===== src/rtl/pipe_pkg.sv =====
// Shared encodings and stage-register field groupings for the pipeline control path.
package pipe_pkg;

  localparam int RA_W_DEF   = 5;
  localparam int ALUC_W_DEF = 3;

  typedef enum logic [1:0] {
    RESULT_ALU = 2'b00,
    RESULT_MEM = 2'b01,
    RESULT_PC4 = 2'b10
  } result_src_t;

  typedef enum logic [1:0] {
    FWD_RF  = 2'b00,
    FWD_WB  = 2'b01,
    FWD_MEM = 2'b10
  } fwd_sel_t;

  typedef struct packed {
    logic alu_src;
    logic branch;
    logic jump;
  } ctrl_ex_t;

  typedef struct packed {
    logic mem_write;
  } ctrl_mem_t;

  typedef struct packed {
    logic        reg_write;
    result_src_t result_src;
  } ctrl_wb_t;

endpackage


===== src/rtl/hazard_fwd_unit.sv =====
// Combinational load-use detection, stall/flush generation and EX operand forwarding selects.
module hazard_fwd_unit
  import pipe_pkg::*;
#(
  parameter int RA_W = RA_W_DEF
) (
  input  logic [RA_W-1:0] rs1_d,
  input  logic [RA_W-1:0] rs2_d,
  input  logic [RA_W-1:0] rs1_e,
  input  logic [RA_W-1:0] rs2_e,
  input  logic [RA_W-1:0] rd_e,
  input  result_src_t     result_src_e,
  input  logic            pc_src_e,
  input  logic            reg_write_m,
  input  logic [RA_W-1:0] rd_m,
  input  logic            reg_write_w,
  input  logic [RA_W-1:0] rd_w,
  output logic            stall_f,
  output logic            stall_d,
  output logic            flush_d,
  output logic            flush_e,
  output fwd_sel_t        forward_ae,
  output fwd_sel_t        forward_be
);

  logic lw_stall;

  assign lw_stall = (result_src_e == RESULT_MEM) && (rd_e != '0) &&
                    ((rs1_d == rd_e) || (rs2_d == rd_e));

  assign stall_f = lw_stall;
  assign stall_d = lw_stall;
  assign flush_d = pc_src_e;
  assign flush_e = lw_stall | pc_src_e;

  // MEM holds the younger result, so it wins over WB; x0 is hardwired and never forwarded.
  always_comb begin
    // NOTE: every output gets a default before the ifs so no path leaves it unassigned (no latch).
    forward_ae = FWD_RF;
    forward_be = FWD_RF;
    if (reg_write_m && (rd_m != '0) && (rd_m == rs1_e))      forward_ae = FWD_MEM;
    else if (reg_write_w && (rd_w != '0) && (rd_w == rs1_e)) forward_ae = FWD_WB;
    if (reg_write_m && (rd_m != '0) && (rd_m == rs2_e))      forward_be = FWD_MEM;
    else if (reg_write_w && (rd_w != '0) && (rd_w == rs2_e)) forward_be = FWD_WB;
  end

endmodule


===== src/rtl/pipe_ctrl_hazard.sv =====
// Carries decoded control through ID/EX, EX/MEM and MEM/WB, resolves PCSrcE and
// counts stall and flush events; hazard and forwarding decisions live in hazard_fwd_unit.
module pipe_ctrl_hazard
  import pipe_pkg::*;
#(
  parameter int RA_W   = RA_W_DEF,
  parameter int ALUC_W = ALUC_W_DEF,
  parameter int CNT_W  = 16
) (
  input  logic              clk,
  input  logic              reset_n,
  input  logic [1:0]        ResultSrcD,
  input  logic              MemWriteD,
  input  logic              BranchD,
  input  logic              JumpD,
  input  logic              ALUSrcD,
  input  logic              RegWriteD,
  input  logic [ALUC_W-1:0] ALUControlD,
  input  logic [RA_W-1:0]   Rs1D,
  input  logic [RA_W-1:0]   Rs2D,
  input  logic [RA_W-1:0]   RdD,
  input  logic              ZeroE,
  output logic [ALUC_W-1:0] ALUControlE,
  output logic              ALUSrcE,
  output logic              PCSrcE,
  output logic              MemWriteM,
  output logic              RegWriteW,
  output logic [1:0]        ResultSrcW,
  output logic [RA_W-1:0]   RdW,
  output logic              StallF,
  output logic              StallD,
  output logic              FlushD,
  output logic              FlushE,
  output logic [1:0]        ForwardAE,
  output logic [1:0]        ForwardBE,
  output logic [CNT_W-1:0]  stall_cnt,
  output logic [CNT_W-1:0]  flush_cnt
);

  ctrl_wb_t          wb_e_q, wb_e_d, wb_m_q, wb_m_d, wb_w_q, wb_w_d;
  ctrl_mem_t         mem_e_q, mem_e_d, mem_m_q, mem_m_d;
  ctrl_ex_t          ex_e_q, ex_e_d;
  logic [ALUC_W-1:0] alu_control_e_q, alu_control_e_d;
  logic [RA_W-1:0]   rd_e_q, rd_e_d, rs1_e_q, rs1_e_d, rs2_e_q, rs2_e_d;
  logic [RA_W-1:0]   rd_m_q, rd_m_d, rd_w_q, rd_w_d;
  logic [CNT_W-1:0]  stall_cnt_q, stall_cnt_d, flush_cnt_q, flush_cnt_d;
  logic              pc_src_e, stall_f, stall_d, flush_d, flush_e;
  fwd_sel_t          fwd_a, fwd_b;

  assign pc_src_e = (ex_e_q.branch & ZeroE) | ex_e_q.jump;

  hazard_fwd_unit #(.RA_W(RA_W)) u_hazard (
    .rs1_d        (Rs1D),
    .rs2_d        (Rs2D),
    .rs1_e        (rs1_e_q),
    .rs2_e        (rs2_e_q),
    .rd_e         (rd_e_q),
    .result_src_e (wb_e_q.result_src),
    .pc_src_e     (pc_src_e),
    .reg_write_m  (wb_m_q.reg_write),
    .rd_m         (rd_m_q),
    .reg_write_w  (wb_w_q.reg_write),
    .rd_w         (rd_w_q),
    .stall_f      (stall_f),
    .stall_d      (stall_d),
    .flush_d      (flush_d),
    .flush_e      (flush_e),
    .forward_ae   (fwd_a),
    .forward_be   (fwd_b)
  );

  always_comb begin
    // A flushed ID/EX slot becomes an all-zero bubble: it writes nothing and branches nowhere.
    wb_e_d          = '0;
    mem_e_d         = '0;
    ex_e_d          = '0;
    alu_control_e_d = '0;
    rd_e_d          = '0;
    rs1_e_d         = '0;
    rs2_e_d         = '0;
    if (!flush_e) begin
      wb_e_d.reg_write  = RegWriteD;
      wb_e_d.result_src = result_src_t'(ResultSrcD);
      mem_e_d.mem_write = MemWriteD;
      ex_e_d.alu_src    = ALUSrcD;
      ex_e_d.branch     = BranchD;
      ex_e_d.jump       = JumpD;
      alu_control_e_d   = ALUControlD;
      rd_e_d            = RdD;
      rs1_e_d           = Rs1D;
      rs2_e_d           = Rs2D;
    end

    wb_m_d  = wb_e_q;
    mem_m_d = mem_e_q;
    rd_m_d  = rd_e_q;
    wb_w_d  = wb_m_q;
    rd_w_d  = rd_m_q;

    // A coincident branch/jump kills the stalled instruction, so that cycle counts only as a flush.
    stall_cnt_d = stall_cnt_q;
    flush_cnt_d = flush_cnt_q;
    if (stall_f && !pc_src_e && (stall_cnt_q != '1)) stall_cnt_d = stall_cnt_q + CNT_W'(1);
    if (pc_src_e && (flush_cnt_q != '1))             flush_cnt_d = flush_cnt_q + CNT_W'(1);
  end

  always_ff @(posedge clk or negedge reset_n) begin
    if (!reset_n) begin
      // NOTE: every stage register is reset, not just the valid bits, so no X ever reaches the forwarding compares.
      wb_e_q          <= '0;
      mem_e_q         <= '0;
      ex_e_q          <= '0;
      alu_control_e_q <= '0;
      rd_e_q          <= '0;
      rs1_e_q         <= '0;
      rs2_e_q         <= '0;
      wb_m_q          <= '0;
      mem_m_q         <= '0;
      rd_m_q          <= '0;
      wb_w_q          <= '0;
      rd_w_q          <= '0;
      stall_cnt_q     <= '0;
      flush_cnt_q     <= '0;
    end else begin
      // NOTE: non-blocking updates let every stage read its predecessor's pre-edge value.
      wb_e_q          <= wb_e_d;
      mem_e_q         <= mem_e_d;
      ex_e_q          <= ex_e_d;
      alu_control_e_q <= alu_control_e_d;
      rd_e_q          <= rd_e_d;
      rs1_e_q         <= rs1_e_d;
      rs2_e_q         <= rs2_e_d;
      wb_m_q          <= wb_m_d;
      mem_m_q         <= mem_m_d;
      rd_m_q          <= rd_m_d;
      wb_w_q          <= wb_w_d;
      rd_w_q          <= rd_w_d;
      stall_cnt_q     <= stall_cnt_d;
      flush_cnt_q     <= flush_cnt_d;
    end
  end

  assign ALUControlE = alu_control_e_q;
  assign ALUSrcE     = ex_e_q.alu_src;
  assign PCSrcE      = pc_src_e;
  assign MemWriteM   = mem_m_q.mem_write;
  assign RegWriteW   = wb_w_q.reg_write;
  assign ResultSrcW  = wb_w_q.result_src;
  assign RdW         = rd_w_q;
  assign StallF      = stall_f;
  assign StallD      = stall_d;
  assign FlushD      = flush_d;
  assign FlushE      = flush_e;
  assign ForwardAE   = fwd_a;
  assign ForwardBE   = fwd_b;
  assign stall_cnt   = stall_cnt_q;
  assign flush_cnt   = flush_cnt_q;

endmodule


===== config.mk =====
export PLATFORM = sky130hd
export DESIGN_NAME = pipe_ctrl_hazard
export DESIGN_NICKNAME = d
export VERILOG_FILES = /design/src/rtl/pipe_pkg.sv /design/src/rtl/hazard_fwd_unit.sv /design/src/rtl/pipe_ctrl_hazard.sv
export SDC_FILE = /design/constraint.sdc
export NUM_CORES = 1
export LEC_CHECK = 0
export ABC_CLOCK_PERIOD_IN_PS = 2500
export BUFFER_PORTS_ARGS = -buffer_cell sky130_fd_sc_hd__buf_2
export CAP_MARGIN = 20
export CORE_MARGIN = 4
export CORE_UTILIZATION = 52
export DETAILED_ROUTE_END_ITERATION = 6
export PLACE_DENSITY = 0.82
export SLEW_MARGIN = 10
export SYNTH_ARGS = -nofsm -noshare
export SYNTH_HDL_FRONTEND = slang
export SYNTH_HIERARCHICAL = 1
export SYNTH_SLANG_ARGS = --single-unit

===== constraint.sdc =====
create_clock -name clk -period 2.5 [get_ports clk]
set_input_delay 0.125 -clock clk [delete_from_list [all_inputs] [get_ports clk]]
set_output_delay 0.125 -clock clk [all_outputs]
set_load 0.1 [all_outputs]

## Word-level counts from Yosys, hierarchy flattened

Index checks and enable logic that the tools add are counted.

- Add/subtract/negate cells: 2
- Equal/unequal tests: 9
- Multiplexer cells: 11
- Bitwise operators: 3
- Reductions and logical operators: 16

Operator list:

| operator | number |
|---|---|
| $add 16x1->16 const B | 2 |
| $ne 16x16->1 const B | 2 |
| $eq 5x5->1 | 6 |
| $mux 5 | 3 |
| $reduce_bool 5->1 | 3 |
| $logic_and 1x1->1 | 11 |
| $mux 3 | 3 |
| $mux 2 | 2 |
| $mux 1 | 3 |
| $eq 2x1->1 const B | 1 |
| $or 1x1->1 | 2 |
| $and 1x1->1 | 1 |
| $logic_not 1->1 | 1 |
| $logic_or 1x1->1 | 1 |

- Flip-flop bits (word level): 74
- Input bits: 28
- Word-level logic and storage cells: 60

## Longest topological paths before layout

- Depth in word-level cells: 5
- Mapped depth: 8

## Modules after synthesis

The synthesis kept the hierarchy.

Modules (own cells, without submodules):

| module | times used | cells an instance | area an instance (µm²) | seq. area each (µm²) |
|---|---|---|---|---|
| pipe_ctrl_hazard | 1 | 213 | 2,775.2 | 1,851.8 |
| hazard_fwd_unit | 1 | 55 | 427.9 | 0.0 |

## Worst setup path before layout

OpenSTA, ideal clock, no wires.

- Path type: register to register
- From: register rd_e_q[2]
- To: register stall_cnt_q[15], in the netlist stall_cnt[15]
- Library setup time: 0.162 ns
- Data arrival time: 5.190 ns
- Data required time: 2.338 ns
- Slack: -2.852 ns
- Cell stages (with the launch flop): 9
- Period minus slack after synthesis: 5.352 ns
- Cell sequence: dfrtp_1 -> xor2_1 -> nor3_1 -> a22oi_1 -> nor4_1 -> buf_4 -> nand4_1 -> nor4_1 -> xor2_1

- Word-level cells in the longest chain between the ends: 5
- Elaborated cells between the ends (all ways): 8
- Classes of those cells: eq/ne (2); reduce/logical (6)

RTL lines:

| item | RTL line | text |
|---|---|---|
| start, declared | pipe_ctrl_hazard.sv:44 | `logic [RA_W-1:0] rd_e_q, rd_e_d, rs1_e_q, rs1_e_d, rs2_e_q, rs2_e_d;` |
| start signal, assigned | pipe_ctrl_hazard.sv:130 | `rd_e_q <= rd_e_d;` |
| $eq 5x5->1 or $reduce_bool 5->1 (tied branches) | hazard_fwd_unit.sv:29, hazard_fwd_unit.sv:28 |  |
| $logic_or 1x1->1 or $logic_and 1x1->1 (tied branches) | hazard_fwd_unit.sv:29, hazard_fwd_unit.sv:28 |  |
| $logic_and 1x1->1 * | hazard_fwd_unit.sv:28 | `assign lw_stall = (result_src_e == RESULT_MEM) && (rd_e != '0) &&` |
| via StallD | pipe_ctrl_hazard.sv:31 | `output logic StallD,` |
| $logic_and 1x1->1 * (2 in a row) | pipe_ctrl_hazard.sv:103 | `if (stall_f && !pc_src_e && (stall_cnt_q != '1)) stall_cnt_d = stall_cnt_q + CNT_W'(1);` |
| end signal, assigned | pipe_ctrl_hazard.sv:138 | `stall_cnt_q <= stall_cnt_d;` |
| end, declared | pipe_ctrl_hazard.sv:46 | `logic [CNT_W-1:0] stall_cnt_q, stall_cnt_d, flush_cnt_q, flush_cnt_d;` |

The timed path passes the listed nets; every way through them passes the cells marked *.
A chain may end at the register's enable or synchronous reset.

## Worst setup path after layout

- From: register rd_w_q[1], in the netlist RdW[1]
- To: output port ForwardBE[0]

- Word-level cells in the longest chain between the ends: 5
- Elaborated cells between the ends (all ways): 6
- Classes of those cells: eq/ne (1); mux (2); reduce/logical (3)

RTL lines:

| item | RTL line | text |
|---|---|---|
| start, declared | pipe_ctrl_hazard.sv:45 | `logic [RA_W-1:0] rd_m_q, rd_m_d, rd_w_q, rd_w_d;` |
| start signal, assigned | pipe_ctrl_hazard.sv:137 | `rd_w_q <= rd_w_d;` |
| $reduce_bool 5->1 | hazard_fwd_unit.sv:44 | `else if (reg_write_w && (rd_w != '0) && (rd_w == rs2_e)) forward_be = FWD_WB;` |
| $logic_and 1x1->1 | hazard_fwd_unit.sv:44 |  |
| $logic_and 1x1->1 * | hazard_fwd_unit.sv:44 |  |
| $mux 1 * | hazard_fwd_unit.sv:44 |  |
| $mux 2 * | hazard_fwd_unit.sv:43 | `if (reg_write_m && (rd_m != '0) && (rd_m == rs2_e)) forward_be = FWD_MEM;` |
| end, declared | pipe_ctrl_hazard.sv:35 | `output logic [1:0] ForwardBE,` |

Mark *: on every way between the ends. The rest lies on a longest branch, timed or not.

==> out/qor.txt <==
Status -> complete, no violations
Crit. End Element -> output pin
Mean Syn Cell Area -> 12.0 um2
# fillers -> 457
Placer Congestion -> 0.846
Min Clock Period, post-route -> 2.40 ns
Clk sinks -> 74
Finish-stage setup viols -> 0
Clk buf depth -> 2
CTS tree -> done
Seq/Total Area, Yosys -> 57.8%
Antenna diodes -> 0
Final WL -> 7.20 mm
Leading area contributor after synthesis -> dfrtp_1
PwrDens -> 850 nW/um2
Later-pin clock latency in the skew report -> 0.34 ns
TNS Setup -> 0 ns
Die area -> 7480 um2
Flop pwr share -> 41.3%
Int Power -> 2.11 mW
Worst slew margin -> 62.2%
Commonest cells after routing, fill and taps aside -> buf_2 (77), dfrtp_1 (66), xor2_1 (41), nor2b_1 (25), xnor2_1 (15)
Final #Nets -> 403
Slew @ Worst Pin -> 0.566 ns
I/O pins -> 82
Post-synth top area share -> 57.8%
DR WL/cell -> 15.9 um
FF+latch count, synth -> 74
Switching portion of total power -> 41.8%
Net switching power -> 1.52 mW
Post-route antenna net violation count -> 0
CTS Buf Count -> 9
Vias post-DR -> 2419
Synth Net Count -> 298
Post-Synth Adder-Cell Area -> 0.781%
Prevailing post-synth register cell -> dfrtp_1
Post-DP HPWL -> 5.17 mm
Die extent in x -> 86.5 um
Share of layout cells above drive strength 1 -> 36.8%
Post-synthesis cell count -> 268
Type of the worst setup path -> register to output pin
Most common cell after layout, fill and taps aside -> buf_2
Drt first pass iters -> 4
Post-synth cell types -> 36
Largest family of logic cells by synthesized area -> simple AND/OR/NAND/NOR gates
FMAX -> 0.416 GHz
Leak -> 2.08 nW
Fin crit share -> 96.1%
Clock tree root driver cell -> clkbuf_8
Max VDD drop -> 0.00128 V
Crit path DAT -> 2.28 ns
Clock transition at path regs -> 0.07 ns
Non-filler instance count after layout -> 453
RSZ-0062 raised after global routing -> false
Yosys warnings -> 6
H-Tree Depth -> 3
Remaining global-route overflow -> 0
Synth Area in XOR/XNOR -> 15.3%
Async set-reset flop share out of synthesis -> 100%
Clk pwr share -> 25.7%
Die Height -> 86.5 um
Drc violations -> 0
Min Hold Slack -> 0.0164 ns
Cell Area, Synth -> 3200 um2
Crit path max fanout -> 4
Rows -> 28
Grt met1 use -> 25.5%
Gr usage total -> 20.6%
Tot Pwr -> 3.63 mW
Ranking of synthesized cells by area -> dfrtp_1 (58%), xor2_1 (11%), nor2b_1 (4.9%)
Met2 usage -> 35.1%
Comb pwr share -> 33.0%
First-pass GRT wire length -> 11.9 mm
Synth Area in Simple Gates -> 20.9%
Critical Path RT -> 2.38 ns
Number of max-cap violations -> 0
Worst hold path type -> input pin to register
Fin. Hold Viols -> 0
Final core occ -> 71.6%
Initial Util -> 53.8%
Final worst clock skew -> 0.0113 ns
Antenna violations before repair -> 0
Via-to-Cell Ratio -> 5.34
Mux share of post-synthesis cell area -> 1.05%
Synth-to-Final Area Change -> 33.2%
Detailed Route Iter0 Violations -> 143
Max Slew Vio Count -> 0
Compound-cell area share of the yosys netlist -> 2.54%
Core area -> 5960 um2
EDFF count, synth -> 0
Dpl cells -> 424
Number of global-route vias before repair -> 2472
Crit start category -> register
Gr busiest metal -> met2
GRT met3 Usage -> 3.52%
Largest net degree at the start of global routing -> 51
Port Buffer Count -> 81
-- registers in the layout, indices dropped and copies added, names as in the netlist --
name and cells:
stall_cnt 16, ALUControlE 3, mem_e_q 1, flush_cnt 16, RegWriteW 1, RdW 5
rd_e_q 5, wb_e_q 3, rs2_e_q 5, rs1_e_q 5, ResultSrcW 2, MemWriteM 1
ex_e_q 2, rd_m_q 5, wb_m_q 3, ALUSrcE 1
-- repair_timing --
item | in CTS | in global routing
setup endpoints to repair | 3 | 3
gates cloned | 0 | 0
resized for setup | 3 | 0
setup buffers | 0 | 5
hold endpoints to repair | 31 | 0
pin swaps | 0 | 2
hold buffers | 8 | 0
-- final timing paths --
check / from / endpoint / slack [ns] / cells past startpoint
worst max-delay path: RdW[1] / ForwardBE[0] / 0.1 / 4
worst min-delay path: ALUControlD[2] / ALUControlE[2] / 0.02 / 2
worst max register to register: rd_e_q[0] / stall_cnt[10] / 0.28 / 8
worst min register to register: wb_m_q[0] / ResultSrcW[0] / 0.36 / 0
max in group asynchronous: reset_n / RdW[4] / 1.53 / 3
min in group asynchronous: reset_n / MemWriteM / 0.31 / 2
-- layer usage --
metal	part of all wire [%]	wire length (um)
met4	2.3	169
met1	41	2980
met3	4.9	352
met5	0	0
met2	51	3690
-- stage by stage --
step / worst slack (ns) / cell area [um2]
3_3_place_gp: 0.325 / 3940
4_1_cts: 0.0730 / 4230
5_1_grt: 0.0232 / 4270
3_5_place_dp: 0.195 / 3940
6_report: 0.0972 / 4270
2_1_floorplan: -0.718 / 3410
-- cell type report --
class / instances / area [um2] / area share (%)
clock buffers: 12 / 155 / 3.64
repair buffers: 99 / 596 / 14.0
well taps: 75 / 93.8 / 2.20
inverters: 6 / 22.5 / 0.528
clock inverters: 4 / 50.0 / 1.17
multi-input cells: 183 / 1480 / 34.6
flip-flops and latches: 74 / 1870 / 43.9
-- logic make-up after synthesis --
logic type / after synthesis
multiplexers: 3
XOR/XNOR: 56
buffers and inverters: 11
AO/OA/AOI/OAI: 12
adder cells (fa/ha/maj): 2
AND/OR/NAND/NOR: 110
flip-flops: 74
-- power groups by stage --
stage               clock (mW)  sequential [mW]  combinational [mW]
finish                   0.933             1.50                1.20
global route              1.02             1.52                1.25
CTS                      0.956             1.49                1.19
detailed placement           0             1.51                1.18
global placement             0             1.50                1.16
floorplan                    0             2.08               0.357
-- cells in the mapped netlist (all sizes together), types with 2 or more instances --
master / count
a21oi: 3
a31oi: 2
and3: 5
buf: 3
clkbuf: 2
dfrtp: 74
ha: 2
inv: 6
mux2: 3
nand2: 11
nand3: 8
nand4: 13
nor2: 10
nor2b: 25
nor3: 10
nor3b: 3
nor4: 11
nor4b: 3
nor4bb: 2
o21ai: 3
o31ai: 2
or4: 6
xnor2: 15
xor2: 41
-- worst max-delay path, stage by stage, from the launching register on --
cell	delay, ns
dfrtp_4	0.50
xor2_1	0.15
or4_4	0.55
nor4_4	0.28
buf_2	0.46
Note: power is estimated with default switching activity, not from simulation.
